--- config.mk ---
export PLATFORM = sky130hd
export DESIGN_NAME = bus_dma_master
export DESIGN_NICKNAME = d
export VERILOG_FILES = /design/src/rtl/bus_dma_master.sv
export SDC_FILE = /design/constraint.sdc
export NUM_CORES = 1
export LEC_CHECK = 0
export BUFFER_PORTS_ARGS = -buffer_cell sky130_fd_sc_hd__buf_2
export CORE_ASPECT_RATIO = 0.8
export CORE_UTILIZATION = 40
export CTS_CLUSTER_DIAMETER = 50
export CTS_CLUSTER_SIZE = 40
export DETAILED_ROUTE_END_ITERATION = 7
export GPL_TIMING_DRIVEN = 0
export SYNTH_ARGS = -nofsm -noshare
export SYNTH_HDL_FRONTEND = slang
export SYNTH_SLANG_ARGS = --single-unit
--- constraint.sdc ---
create_clock -name clk -period 3.8 [get_ports clk]
set_input_delay 0 -clock clk [delete_from_list [all_inputs] [get_ports clk]]
set_output_delay 0 -clock clk [all_outputs]
set_load 0.05 [all_outputs]
--- src/rtl/bus_dma_master.sv ---
// Single-channel word copy engine: acquires the shared bus, reads each source
// word into a holding register, then writes it to the destination.
module bus_dma_master #(
  parameter int LEN_W  = 8,
  parameter int ADDR_W = 16,
  parameter int DATA_W = 32
) (
  input  logic              clk,
  input  logic              reset,
  input  logic              start,
  input  logic              abort,
  input  logic [ADDR_W-1:0] src_addr,
  input  logic [ADDR_W-1:0] dst_addr,
  input  logic [LEN_W-1:0]  length,
  output logic              busy,
  output logic              done,
  output logic              aborted,
  output logic [LEN_W-1:0]  words_done,
  output logic              m_req,
  input  logic              m_grant,
  output logic              m_wr,
  output logic [ADDR_W-1:0] m_addr,
  output logic [DATA_W-1:0] m_dout,
  input  logic [DATA_W-1:0] m_din,
  output logic [2:0]        dbg_state
);

  typedef enum logic [2:0] {
    S_IDLE     = 3'd0,
    S_WAIT_GNT = 3'd1,
    S_RD_ADDR  = 3'd2,
    S_RD_DATA  = 3'd3,
    S_WR       = 3'd4,
    S_FIN      = 3'd5
  } state_t;

  state_t              r_state;
  logic [ADDR_W-1:0]   r_src;
  logic [ADDR_W-1:0]   r_dst;
  logic [LEN_W-1:0]    r_len;
  logic [LEN_W-1:0]    r_cnt;
  logic [DATA_W-1:0]   r_data;
  logic                r_abort_exit;
  logic                r_busy;
  logic                r_done;
  logic                r_aborted;
  logic                r_m_req;
  logic                r_m_wr;
  logic [ADDR_W-1:0]   r_m_addr;

  logic [LEN_W-1:0]    w_cnt_inc;
  logic                w_last;

  assign w_cnt_inc = r_cnt + 1'b1;
  assign w_last    = (w_cnt_inc == r_len);

  // Bus handshake: m_req is held for the whole copy; a bus cycle only takes
  // effect if m_grant is sampled high at its closing edge, otherwise the FSM
  // falls back to WAIT_GNT and replays the current word from its read.
  // Read data on m_din is valid the cycle after the read address is driven.
  always_ff @(posedge clk) begin
    if (reset) begin
      r_state      <= S_IDLE;
      r_src        <= '0;
      r_dst        <= '0;
      r_len        <= '0;
      r_cnt        <= '0;
      r_data       <= '0;
      r_abort_exit <= 1'b0;
      r_busy       <= 1'b0;
      r_done       <= 1'b0;
      r_aborted    <= 1'b0;
      r_m_req      <= 1'b0;
      r_m_wr       <= 1'b0;
      r_m_addr     <= '0;
    end else begin
      r_done    <= 1'b0;
      r_aborted <= 1'b0;
      case (r_state)
        S_IDLE: begin
          if (start && !abort) begin
            r_busy       <= 1'b1;
            r_cnt        <= '0;
            r_abort_exit <= 1'b0;
            if (length != '0) begin
              r_src   <= src_addr;
              r_dst   <= dst_addr;
              r_len   <= length;
              r_m_req <= 1'b1;
              r_m_wr  <= 1'b0;
              r_state <= S_WAIT_GNT;
            end else begin
              r_state <= S_FIN;
            end
          end
        end
        S_FIN: begin
          r_m_req   <= 1'b0;
          r_m_wr    <= 1'b0;
          r_busy    <= 1'b0;
          r_done    <= !r_abort_exit;
          r_aborted <= r_abort_exit;
          r_state   <= S_IDLE;
        end
        default: begin
          if (abort) begin
            r_m_req      <= 1'b0;
            r_m_wr       <= 1'b0;
            r_abort_exit <= 1'b1;
            r_state      <= S_FIN;
          end else begin
            case (r_state)
              S_WAIT_GNT: begin
                if (m_grant) begin
                  r_m_addr <= r_src;
                  r_state  <= S_RD_ADDR;
                end
              end
              S_RD_ADDR: begin
                r_state <= m_grant ? S_RD_DATA : S_WAIT_GNT;
              end
              S_RD_DATA: begin
                if (!m_grant) begin
                  r_state <= S_WAIT_GNT;
                end else begin
                  r_data   <= m_din;
                  r_m_addr <= r_dst;
                  r_m_wr   <= 1'b1;
                  r_state  <= S_WR;
                end
              end
              S_WR: begin
                r_m_wr <= 1'b0;
                if (!m_grant) begin
                  r_state <= S_WAIT_GNT;
                end else begin
                  r_cnt <= w_cnt_inc;
                  r_src <= r_src + 1'b1;
                  r_dst <= r_dst + 1'b1;
                  if (w_last) begin
                    r_m_req <= 1'b0;
                    r_state <= S_FIN;
                  end else begin
                    r_m_addr <= r_src + 1'b1;
                    r_state  <= S_RD_ADDR;
                  end
                end
              end
              default: r_state <= S_IDLE;
            endcase
          end
        end
      endcase
    end
  end

  assign busy       = r_busy;
  assign done       = r_done;
  assign aborted    = r_aborted;
  assign words_done = r_cnt;
  assign m_req      = r_m_req;
  assign m_wr       = r_m_wr;
  assign m_addr     = r_m_addr;
  assign m_dout     = r_data;
  assign dbg_state  = r_state;

endmodule

Yosys cells after proc, flatten, opt, wreduce, memory -nomap -nowiden
Cells that the tools add are included.
- flip-flop bits (word level): 105
- input bits: 77
- $add $sub $neg: 3
- equal/unequal tests: 15
- muxes and demuxes: 50
- bitwise operators: 3
- reduce and logical (&&, ||, !) cells: 26
- operators by type and width (operator ; number):
    $mux 16 ; 14
    $pmux 16 s2 ; 2
    $pmux 16 s3 ; 1
    $add 16x1->16 const B ; 2
    $mux 8 ; 4
    $mux 3 ; 7
    $pmux 8 s2 ; 1
    $mux 1 ; 13
    $ne 2x2->1 const B ; 6
    $pmux 3 s4 ; 1
    $reduce_bool 4->1 ; 3
    $ne 5x5->1 const B ; 2
    $pmux 1 s2 ; 5
    $reduce_and 5->1 ; 2
    $add 8x1->8 const B ; 1
    $eq 8x8->1 ; 1
    $reduce_and 4->1 ; 2
    $reduce_bool 2->1 ; 4
    $reduce_bool 8->1 ; 1
    $reduce_and 7->1 ; 1
    $eq 3x2->1 const B ; 2
    $eq 3x3->1 const B ; 2
    $pmux 3 s2 ; 1
    $reduce_and 3->1 ; 2
    other kinds (12) ; 17

Depth between registers and ports, before layout
Gate-level depths: netlist of run 1.
- depth in word-level cells: 7
- depth in mapped cells: 10
- mapped depth without buffers: 7

Worst setup path before layout of run 1
OpenSTA, ideal clock, no wires.
- path kind: register -> register
- start point: reg r_cnt[0], in the netlist words_done[0]
- end point: reg r_m_addr[5], in the netlist m_addr[5]
- setup time: 0.115 ns
- data arrival time: 2.711 ns
- path slack: 0.974 ns
- cell stages (with the launch flop): 10
- buffers on the path: 2
- cell sequence: dfxtp_1 -> ha_1 -> nand3_4 -> or3_1 -> a211oi_2 -> nand4_4 -> and2_4 -> buf_6 -> buf_12 -> o21a_1
- word-level cells in the longest chain between the ends: 4
- ends and longest elaborated chain (item ; RTL line ; text):
    start: declaration ; 41 ; logic [LEN_W-1:0] r_cnt;
    start signal: assignment ; 137 ; r_cnt <= w_cnt_inc;
    $add 8x1->8 ; 54 ; assign w_cnt_inc = r_cnt + 1'b1;
    $eq 8x8->1 ; 55 ; assign w_last = (w_cnt_inc == r_len);
    $ne 2x2->1 (no source line) ; -- ;
    $reduce_and 7->1 (no source line) ; -- ;
    end signal: assignment ; 115 ; r_m_addr <= r_src;
    end signal: assignment ; 127 ; r_m_addr <= r_dst;
    end signal: assignment ; 144 ; r_m_addr <= r_src + 1'b1;
    end: declaration ; 49 ; logic [ADDR_W-1:0] r_m_addr;
Every way passes these cells.
A chain may end at the register's enable or synchronous reset.

Final worst setup path of run 1
- start point: reg r_state[0], in the netlist dbg_state[0]
- end point: reg r_src[6]
- word-level cells in the longest chain between the ends: 3
- ends and longest elaborated chain (item ; RTL line ; text):
    start: declaration ; 37 ; state_t r_state;
    start signal: assignment ; 120 ; r_state <= m_grant ? S_RD_DATA : S_WAIT_GNT;
    $eq 3x3->1 (tied with other cells) ; 112 ; case (r_state)
    $reduce_bool 2->1 (no source line) (tied with other cells) ; -- ;
    $reduce_and 6->1 (no source line) ; -- ;
    end signal: assignment ; 86 ; r_src <= src_addr;
    end signal: assignment ; 138 ; r_src <= r_src + 1'b1;
    end: declaration ; 38 ; logic [ADDR_W-1:0] r_src;
Several ways; a longest one is shown, not always the timed one.

==> results of run 1 <==
-- power by group --
group	internal, mW	leakage, nW	switching [mW]
sequential	1.14	0.851	0.0448
clock	0.544	0.157	0.465
combinational	0.186	1.83	0.303
-- flip-flops by register name (all words and copies together) (netlist names) --
register,flops
done,1
busy,1
r_src,16
m_wr,1
m_dout,32
m_addr,16
r_abort_exit,1
r_len,8
m_req,1
dbg_state,3
words_done,8
aborted,1
r_dst,16
-- cells by family after synthesis --
group | Yosys count
flops | 105
fa+ha+maj | 3
compound gates | 233
simple gates | 315
mux | 8
buf+inv | 67
xor+xnor | 8
-- final timing paths --
path / endpoint / slack [ps] / depth (start not counted) / start
setup / recovery: r_src[6] / 490 / 7 / dbg_state[0]
hold / removal: r_dst[7] / 10 / 5 / dst_addr[7]
setup reg to reg: r_src[6] / 490 / 7 / dbg_state[0]
hold reg to reg: m_dout[24] / 460 / 2 / m_dout[24]
-- cell usage in the layout, fill, tap and decap left out, types with 5 or more instances in the layout --
cell type      count
clkbuf_8           6
mux2i_1            8
a31oi_1            7
a21oi_1           99
nand2b_1           6
nand4_1           11
o21ai_0           37
nand3_1           16
nor4_1             8
dlygate4sd3_1     53
inv_1              5
a211oi_1          15
buf_2            140
nor3_1            22
a22oi_1           12
o31ai_1           10
a211oi_2           9
clkbuf_1          49
o22ai_1            5
dfxtp_1          105
o21a_1             5
nor2_1            76
clkbuf_16          9
nand2_1          136
-- worst min-delay path, stage by stage --
cell	delay (ps)
buf_2	90
nand2_1	40
o31ai_1	60
a22oi_1	80
nor2_1	80
-- repair_timing --
action                    CTS  global route
setup buffers               0             0
hold buffers               53             0
hold endpoints to repair   55             0
resized for setup           0             0
-- area by class of cell --
cell class | instances | area (sq um) | share of cell area
buffer | 62 | 337 | 0.0455
clock buffer | 10 | 239 | 0.0323
clock inverter | 6 | 81.3 | 0.0110
inverter | 5 | 18.8 | 0.00254
multi-input combinational | 567 | 3160 | 0.428
sequential | 105 | 2100 | 0.284
tap | 180 | 225 | 0.0305
timing repair buffer | 192 | 1230 | 0.166
-- metal layers --
metal | vias up | share of wire
met5 | - | 0
met4 | 0 | 0.012
met3 | 23 | 0.095
met2 | 332 | 0.43
met1 | 2934 | 0.46
li1 | 3051 | -
-- stage by stage --
step / instance area (sq um) / util / setup WS (ps) / std cells
after floorplan: 5620 / - / 974 / 739
after global placement: 6540 / 0.479 / 633 / 1058
after detailed placement: 6540 / 0.479 / 621 / 1058
after global routing: 7390 / 0.542 / 335 / 1127
after CTS: 7390 / 0.542 / 618 / 1127
final: 7390 / 0.542 / 494 / 1127
==> metrics.md, run 1 <==
| Metric | Value |
|---|---|
| Io pins | `around 140` |
| Die W | `around 130 um` |
| First drt pass iteration count | `5` |
| All-Layer GR Usage | `0.273` |
| CORE AREA | `roughly 0.014 sq mm` |
| WP buf/inv | `2` |
| Reg clk slew, reported paths | `about 80 ps` |
| Clock skew | `~6.5 ps` |
| Worst slew pin tran | `~1200 ps` |
| Final Max Tran Viols | `0` |
| Drt drc | `0` |
| Final WL | `roughly 20000 um` |
| WP data required | `just over 4000 ps` |
| CP peak stage delay | `roughly 960 ps` |
| Starting Density | `0.412` |
| Outcome | `finished, final reports clean` |
| Hold Crit Class | `input port to flip-flop` |
| Met3 Resource Use GR | `0.0656` |
| List of most frequent post-synthesis cells | `nand2_1 (136), dfxtp_1 (105), a21oi_1 (99)` |
| Max cap viols | `0` |
| First DRT Iteration DRCs | `685` |
| Final min period | `3310 ps` |
| Syn Nets | `just over 800` |
| XOR/XNOR share of the synthesized area | `0.0125` |
| Worst Setup End Kind | `flip-flop` |
| Fmax | `between 300 and 400 MHz` |
| Cell area after synthesis | `roughly 0.0056 sq mm` |
| Core Rows | `38` |
| Top-count cell post-synth | `nand2_1` |
| Synth async-reset ratio | `0` |
| Post-synthesis mux area share | `0.0143` |
| GRT overflow | `0` |
| Sequential share of the synthesized area | `0.374` |
| EDFF count, synth | `0` |
| Fill count | `between 1k and 1.5k` |
| Hold slack final | `13.6 ps` |
| Worst-Skew Late Latency | `approximately 370 ps` |
| Pwr Density | `between 300 and 400 mW/mm^2` |
| Critical Path Fanout Max | `10` |
| Syn-to-layout area delta | `31.5%` |
| Busiest grt layer | `met2` |
| Adder-cell share of the synthesized area | `0.00668` |
| Maximum VDD drop | `~0.26 mV` |
| Primary FF master, synth | `dfxtp_1` |
| First-pass GRT wire length | `between 30000 and 40000 um` |
| Cell count after synthesis | `around 740` |
| Unrepaired setup endpoints after global routing | `false` |
| Die Y | `between 100 and 150 um` |
| Total power | `around 2.7 mW` |
| Largest family of logic cells by synthesized area | `compound AO/OA/AOI/OAI gates` |
| Fin crit share | `0.870` |
| Rel. slew slack | `0.203` |
| Largest net degree at the start of global routing | `20` |
| Met2 GRT Util | `0.427` |
| Synth top area cells | `dfxtp_1 (37%), nand2_1 (9.1%), a21oi_1 (8.8%)` |
| Final Hold Viols | `0` |
| LEAKAGE | `~2.8 nW` |
| Via density | `about 5.6` |
| NumNets Final | `about 1.0k` |
| GRT met1 Usage | `0.381` |
| Share of layout cells above drive strength 1 | `0.204` |
| YS warnings | `0` |
| Final setup viols | `0` |
| Top delay family on crit path | `simple AND/OR/NAND/NOR gates` |
| Vias | `~6.3k` |
| Gpl congestion | `about 0.9` |
| Post-Synthesis Mean Instance Area | `about 7.6 sq um` |
| Synth top area share | `0.374` |
| Initial antenna violation count | `0` |
| Post-synthesis compound-gate area fraction | `0.268` |
| Yosys cell types | `~70` |
| Bufs on Longest Clock Path | `2` |
| PortBufs | `about 140` |
| CTS buffer count | `9` |
| Vias in the first global route | `5577` |
| Routed WL per cell | `between 15 and 20 um` |
| ANT cells | `0` |
| Clk sink count | `between 100 and 150` |
| Critical path class | `flip-flop to flip-flop` |
| Final ANT Viol Nets | `0` |
| Worst EP arrival | `~3600 ps` |
| CP cell instances | `clkbuf_1 -> nor3_1 -> nand3_1 -> nand2_1 -> clkbuf_1 -> o21ai_0 -> a21oi_1` |
| Crit start category | `flip-flop` |
| Die area | `~0.015 sq mm` |
| CTS tree | `done` |
| CTS Root Cell | `clkbuf_16` |
| H-Tree Depth | `3` |
| Flops & latches, synth | `roughly 110` |
| Most frequent CP cell | `clkbuf_1` |
| Critical path's slowest cell | `nor3_1` |
| DPL Wire Length | `14300 um` |
| TNS Setup | `0 ps` |
| Leading area contributor after synthesis | `dfxtp_1` |
| Post-synthesis simple-gate area fraction | `0.261` |
(Power assumes the default switching activity.)
==> inputs of run 2 (changes only) <==
--- a/config.mk
+++ b/config.mk
@@ -12,6 +12,7 @@
 export CTS_CLUSTER_SIZE = 40
 export DETAILED_ROUTE_END_ITERATION = 7
 export GPL_TIMING_DRIVEN = 0
+export PLACE_DENSITY_LB_ADDON = 0.2
 export SYNTH_ARGS = -nofsm -noshare
 export SYNTH_HDL_FRONTEND = slang
 export SYNTH_SLANG_ARGS = --single-unit
==> metrics.md, run 2 (same netlist as run 1, synthesis figures left out) <==
| Metric | Value |
|---|---|
| PortBufs | `139` |
| Syn-to-layout area delta | `30.8%` |
| Number of flip-flops in the largest register | `32` |
| Critical path class | `flip-flop to flip-flop` |
| Die W | `around 130 um` |
| Final setup viols | `0` |
| Clk sink count | `105` |
| Top delay family on crit path | `simple AND/OR/NAND/NOR gates` |
| All-Layer GR Usage | `0.269` |
| Worst Setup End Kind | `flip-flop` |
| WP data required | `4030 ps` |
| CP cell instances | `clkbuf_1 -> nor3_1 -> nand3_1 -> nand2_1 -> clkbuf_1 -> nor2_1 -> a21oi_1 -> nor2_1` |
| LEAKAGE | `between 2 and 3 nW` |
| Fin crit share | `0.857` |
| Area after DPL | `approximately 0.0065 sq mm` |
| Share of layout cells above drive strength 1 | `0.205` |
| Initial antenna violation count | `0` |
| Critical Path Fanout Max | `10` |
| Vias | `roughly 6.3k` |
| Clock skew | `7.61 ps` |
| Final ANT Viol Nets | `0` |
| Starting Density | `0.412` |
| Gpl congestion | `around 0.91` |
| WP buf/inv | `2` |
| ANT cells | `0` |
| Total power | `roughly 2.6 mW` |
| Pwr Density | `~360 mW/mm^2` |
| CP peak stage delay | `approximately 940 ps` |
| Fmax | `around 300 MHz` |
| Most common cell after layout, fill and taps aside | `buf_2` |
| Final WL | `between 15000 and 20000 um` |
| Vias in the first global route | `roughly 5.7k` |
| Met3 Resource Use GR | `0.0656` |
| Final Max Tran Viols | `0` |
| CTS tree | `done` |
| Drt drc | `0` |
| Fill count | `between 1k and 1.5k` |
| Most frequent cells in the layout | `buf_2 (140), nand2_1 (136), dfxtp_1 (105)` |
| Worst EP arrival | `~3500 ps` |
| CORE AREA | `approximately 0.014 sq mm` |
| Failing checks | `negative hold slack` |
| Core Rows | `38` |
| Final min period | `~3300 ps` |
| Final Hold Viols | `1` |
| Routed WL per cell | `17.3 um` |
| Io pins | `about 140` |
| Bufs on Longest Clock Path | `2` |
| CTS Root Cell | `clkbuf_16` |
| Rel. slew slack | `0.249` |
| First DRT Iteration DRCs | `about 570` |
| Die Y | `between 100 and 150 um` |
| Largest net degree at the start of global routing | `23` |
| Max cap viols | `0` |
| Reg clk slew, reported paths | `about 80 ps` |
| Hold slack final | `-5.28 ps` |
| DPL Wire Length | `between 10000 and 15000 um` |
| First drt pass iteration count | `7` |
| Unrepaired setup endpoints after global routing | `false` |
| Crit start category | `flip-flop` |
| TNS Setup | `0 ps` |
| Multi-input gate area | `about 0.0032 sq mm` |
| Worst slew pin tran | `~1100 ps` |
| Final Cell Area | `0.00735 sq mm` |
| Worst-Skew Late Latency | `around 360 ps` |
| H-Tree Depth | `3` |
| Critical path's slowest cell | `nor3_1` |
| Hold Crit Class | `input port to flip-flop` |
| NumNets Final | `about 1.0k` |
| Via density | `~5.6` |
| GRT overflow | `0` |
| CTS buffer count | `9` |
| Maximum VDD drop | `between 0.2 and 0.25 mV` |
| Die area | `~0.015 sq mm` |
| Met2 GRT Util | `0.401` |
| Outcome | `finished with violations` |
| First-pass GRT wire length | `~30000 um` |
| Busiest grt layer | `met2` |
| GRT met1 Usage | `0.382` |
| Register area | `about 0.0021 sq mm` |
run 2: cell count changes in the layout (fill, tap and decap cells not counted), sizes merged:
cell,delta
bufinv,-1
clkbuf,-1
clkinv,+3
dlygate4sd3,-4
inv,-1
run 2: final cells by class:
type | instances | share of cell area
Buffer | 62 | 0.0458
Clock buffer | 9 | 0.0306
Clock inverter | 7 | 0.0128
Inverter | 5 | 0.00255
Multi-Input combinational cell | 567 | 0.430
Sequential cell | 105 | 0.286
Tap cell | 180 | 0.0306
Timing Repair Buffer | 188 | 0.161
run 2: metal layers:
| layer | share of wire | vias to the layer above |
|---|---|---|
| met5 | 0 | - |
| met3 | 0.10 | 25 |
| met1 | 0.46 | 2894 |
| li1 | - | 3060 |
| met2 | 0.42 | 324 |
| met4 | 0.018 | 0 |
run 2: worst paths after layout:
path                                    from  slack [ps]  depth (start not counted)    endpoint
worst min-delay path            src_addr[13]          -5                          5   r_src[13]
worst max register to register  dbg_state[0]         540                          8    r_src[3]
worst max-delay path            dbg_state[0]         540                          8    r_src[3]
worst min register to register    m_dout[28]         450                          2  m_dout[28]
run 2: tightest hold or removal path, delay by kind of cell:
kind	cells	cell delay (ps)
simple gates	2	120
compound gates	2	120
buf+inv	1	80
run 2: repair_timing:
action,CTS,global route
endpoints found under the hold margin,50,0
buffers inserted,0,0
gates resized for setup,0,0
hold buffers,49,0
run 2: through the flow:
step | instances | worst slack [ps] | util
4_1_cts | 1123 | 729 | 0.539
6_report | 1123 | 542 | 0.539
2_1_floorplan | 739 | 974 | -
3_3_place_gp | 1058 | 744 | 0.479
5_1_grt | 1123 | 294 | 0.539
3_5_place_dp | 1058 | 745 | 0.479
run 2: where the power goes:
part / switching, mW / total [mW] / internal [mW]
clock: 0.505 / 0.983 / 0.478
combinational: 0.301 / 0.484 / 0.183
sequential: 0.0432 / 1.18 / 1.14
==> inputs of run 3 (changes only) <==
--- a/config.mk
+++ b/config.mk
@@ -5,7 +5,7 @@
 export SDC_FILE = /design/constraint.sdc
 export NUM_CORES = 1
 export LEC_CHECK = 0
-export BUFFER_PORTS_ARGS = -buffer_cell sky130_fd_sc_hd__buf_2
+export BUFFER_PORTS_ARGS = -buffer_cell sky130_fd_sc_hd__buf_4
 export CORE_ASPECT_RATIO = 0.8
 export CORE_UTILIZATION = 40
 export CTS_CLUSTER_DIAMETER = 50
==> metrics.md, run 3 (same netlist as run 1, synthesis figures left out) <==
| Metric | Value |
|---|---|
| Outcome | `finished, final reports clean` |
| First drt pass iteration count | `7` |
| Top delay family on crit path | `simple AND/OR/NAND/NOR gates` |
| PortBufs | `139` |
| Hold Crit Class | `input port to flip-flop` |
| Routed WL per cell | `17.0 um` |
| Maximum VDD drop | `about 0.25 mV` |
| Max cap viols | `0` |
| Unrepaired setup endpoints after global routing | `false` |
| Most common cell after layout, fill and taps aside | `buf_4` |
| Io pins | `roughly 140` |
| All-Layer GR Usage | `0.266` |
| CTS tree | `done` |
| Number of flip-flops in the largest register | `32` |
| H-Tree Depth | `3` |
| Vias in the first global route | `around 5.6k` |
| Initial antenna violation count | `1` |
| PostCTS Resize Cnt | `0` |
| CP peak stage delay | `approximately 960 ps` |
| Critical path class | `flip-flop to flip-flop` |
| Worst Setup End Kind | `flip-flop` |
| DPL Wire Length | `~13000 um` |
| Fin crit share | `0.867` |
| Clock skew | `about 7.5 ps` |
| Final setup viols | `0` |
| Clk sink count | `roughly 110` |
| CORE AREA | `roughly 0.014 sq mm` |
| Final min period | `approximately 3300 ps` |
| Area after DPL | `0.00689 sq mm` |
| Starting Density | `0.412` |
| Most frequent cells in the layout | `buf_4 (139), nand2_1 (136), dfxtp_1 (105)` |
| CTS Root Cell | `clkbuf_16` |
| Critical Path Fanout Max | `10` |
| Worst slew pin tran | `between 1000 and 1500 ps` |
| GRT overflow | `0` |
| WP data required | `4020 ps` |
| Worst-Skew Late Latency | `roughly 350 ps` |
| Total power | `between 2 and 3 mW` |
| Final WL | `~19000 um` |
| Final Cell Area | `approximately 0.0077 sq mm` |
| LEAKAGE | `roughly 2.9 nW` |
| Drt drc | `0` |
| Die W | `between 100 and 150 um` |
| Largest net degree at the start of global routing | `22` |
| Syn-to-layout area delta | `36.5%` |
| Fmax | `roughly 300 MHz` |
| Bufs on Longest Clock Path | `2` |
| Die area | `~0.015 sq mm` |
| Final Max Tran Viols | `0` |
| Vias | `~6.2k` |
| First DRT Iteration DRCs | `roughly 640` |
| Critical path's slowest cell | `nor3_1` |
| First-pass GRT wire length | `between 20000 and 30000 um` |
| Fill count | `1276` |
| Worst EP arrival | `~3500 ps` |
| Gpl congestion | `just over 0.9` |
| Core Rows | `38` |
| Utilization after layout | `0.562` |
| TNS Setup | `0 ps` |
| Final Hold Viols | `0` |
| Rel. slew slack | `0.209` |
| Final ANT Viol Nets | `0` |
| Via density | `roughly 5.5` |
| CTS buffer count | `9` |
| Die Y | `108 um` |
| NumNets Final | `1016` |
| Share of layout cells above drive strength 1 | `0.205` |
| Crit start category | `flip-flop` |
| CP cell instances | `clkbuf_1 -> nor3_1 -> nand3_1 -> nand2_1 -> clkbuf_1 -> nor2_1 -> a21oi_1 -> nor2_1` |
| Reg clk slew, reported paths | `roughly 80 ps` |
| WP buf/inv | `2` |
| Pwr Density | `roughly 350 mW/mm^2` |
## run 3: cell count changes in the layout (fill, tap and decap cells not counted), sizes merged
cell | previous run | this run
dlygate4sd3 | 49 | 47
diode | 0 | 1
## run 3: report_power, final
| group | total, mW | leakage (nW) | switching (mW) | internal (mW) |
|---|---|---|---|---|
| Clock | 0.952 | 0.151 | 0.479 | 0.473 |
| Sequential | 1.18 | 0.851 | 0.0450 | 1.14 |
| Combinational | 0.511 | 1.86 | 0.301 | 0.210 |
## run 3: worst paths after layout
kind | start | endpoint | slack [ps] | depth (start not counted)
setup reg to reg | dbg_state[0] | r_src[2] | 510 | 8
hold reg to reg | m_dout[7] | m_dout[7] | 460 | 2
hold / removal | dst_addr[3] | r_dst[3] | 7 | 5
setup / recovery | dbg_state[0] | r_src[2] | 510 | 8
## run 3: cell type report
class	count	area, sq um	area share
Clock inverter	7	83.8	0.0109
Multi-Input combinational cell	567	3160	0.412
Sequential cell	105	2100	0.274
Buffer	62	337	0.0439
Inverter	5	18.8	0.00245
Clock buffer	9	225	0.0294
Tap cell	180	225	0.0294
Antenna cell	1	2.50	0.000326
Timing Repair Buffer	186	1510	0.197
## run 3: worst min-delay path: stages
cell and delay, ps:
buf_4 80, a21oi_1 50, nor2_1 80, a21oi_1 50, nor2_1 70
## run 3: stage by stage
stage	hold WS, ps	setup slack [ps]	instances
after global placement	247	737	1058
after detailed placement	257	646	1058
after CTS	1.47	635	1121
after floorplan	136	974	739
after global routing	19.1	252	1121
final	7.10	506	1122
## run 3: metal layers
| layer | part of all wire | vias to the layer above | GRT usage | wire (um) |
|---|---|---|---|---|
| met5 | 0 | - | 0 | 0 |
| met4 | 0.014 | 0 | 0.0698 | 261 |
| met3 | 0.098 | 24 | 0.0591 | 1870 |
| met2 | 0.41 | 294 | 0.389 | 7880 |
| met1 | 0.48 | 2851 | 0.391 | 9110 |
| li1 | - | 3057 | - | - |
## run 3: repair_timing
| item | 4_1_cts | 5_1_grt |
|---|---|---|
| hold endpoints to repair | 48 | 0 |
| hold buffers | 47 | 0 |
| buffers inserted | 0 | 0 |
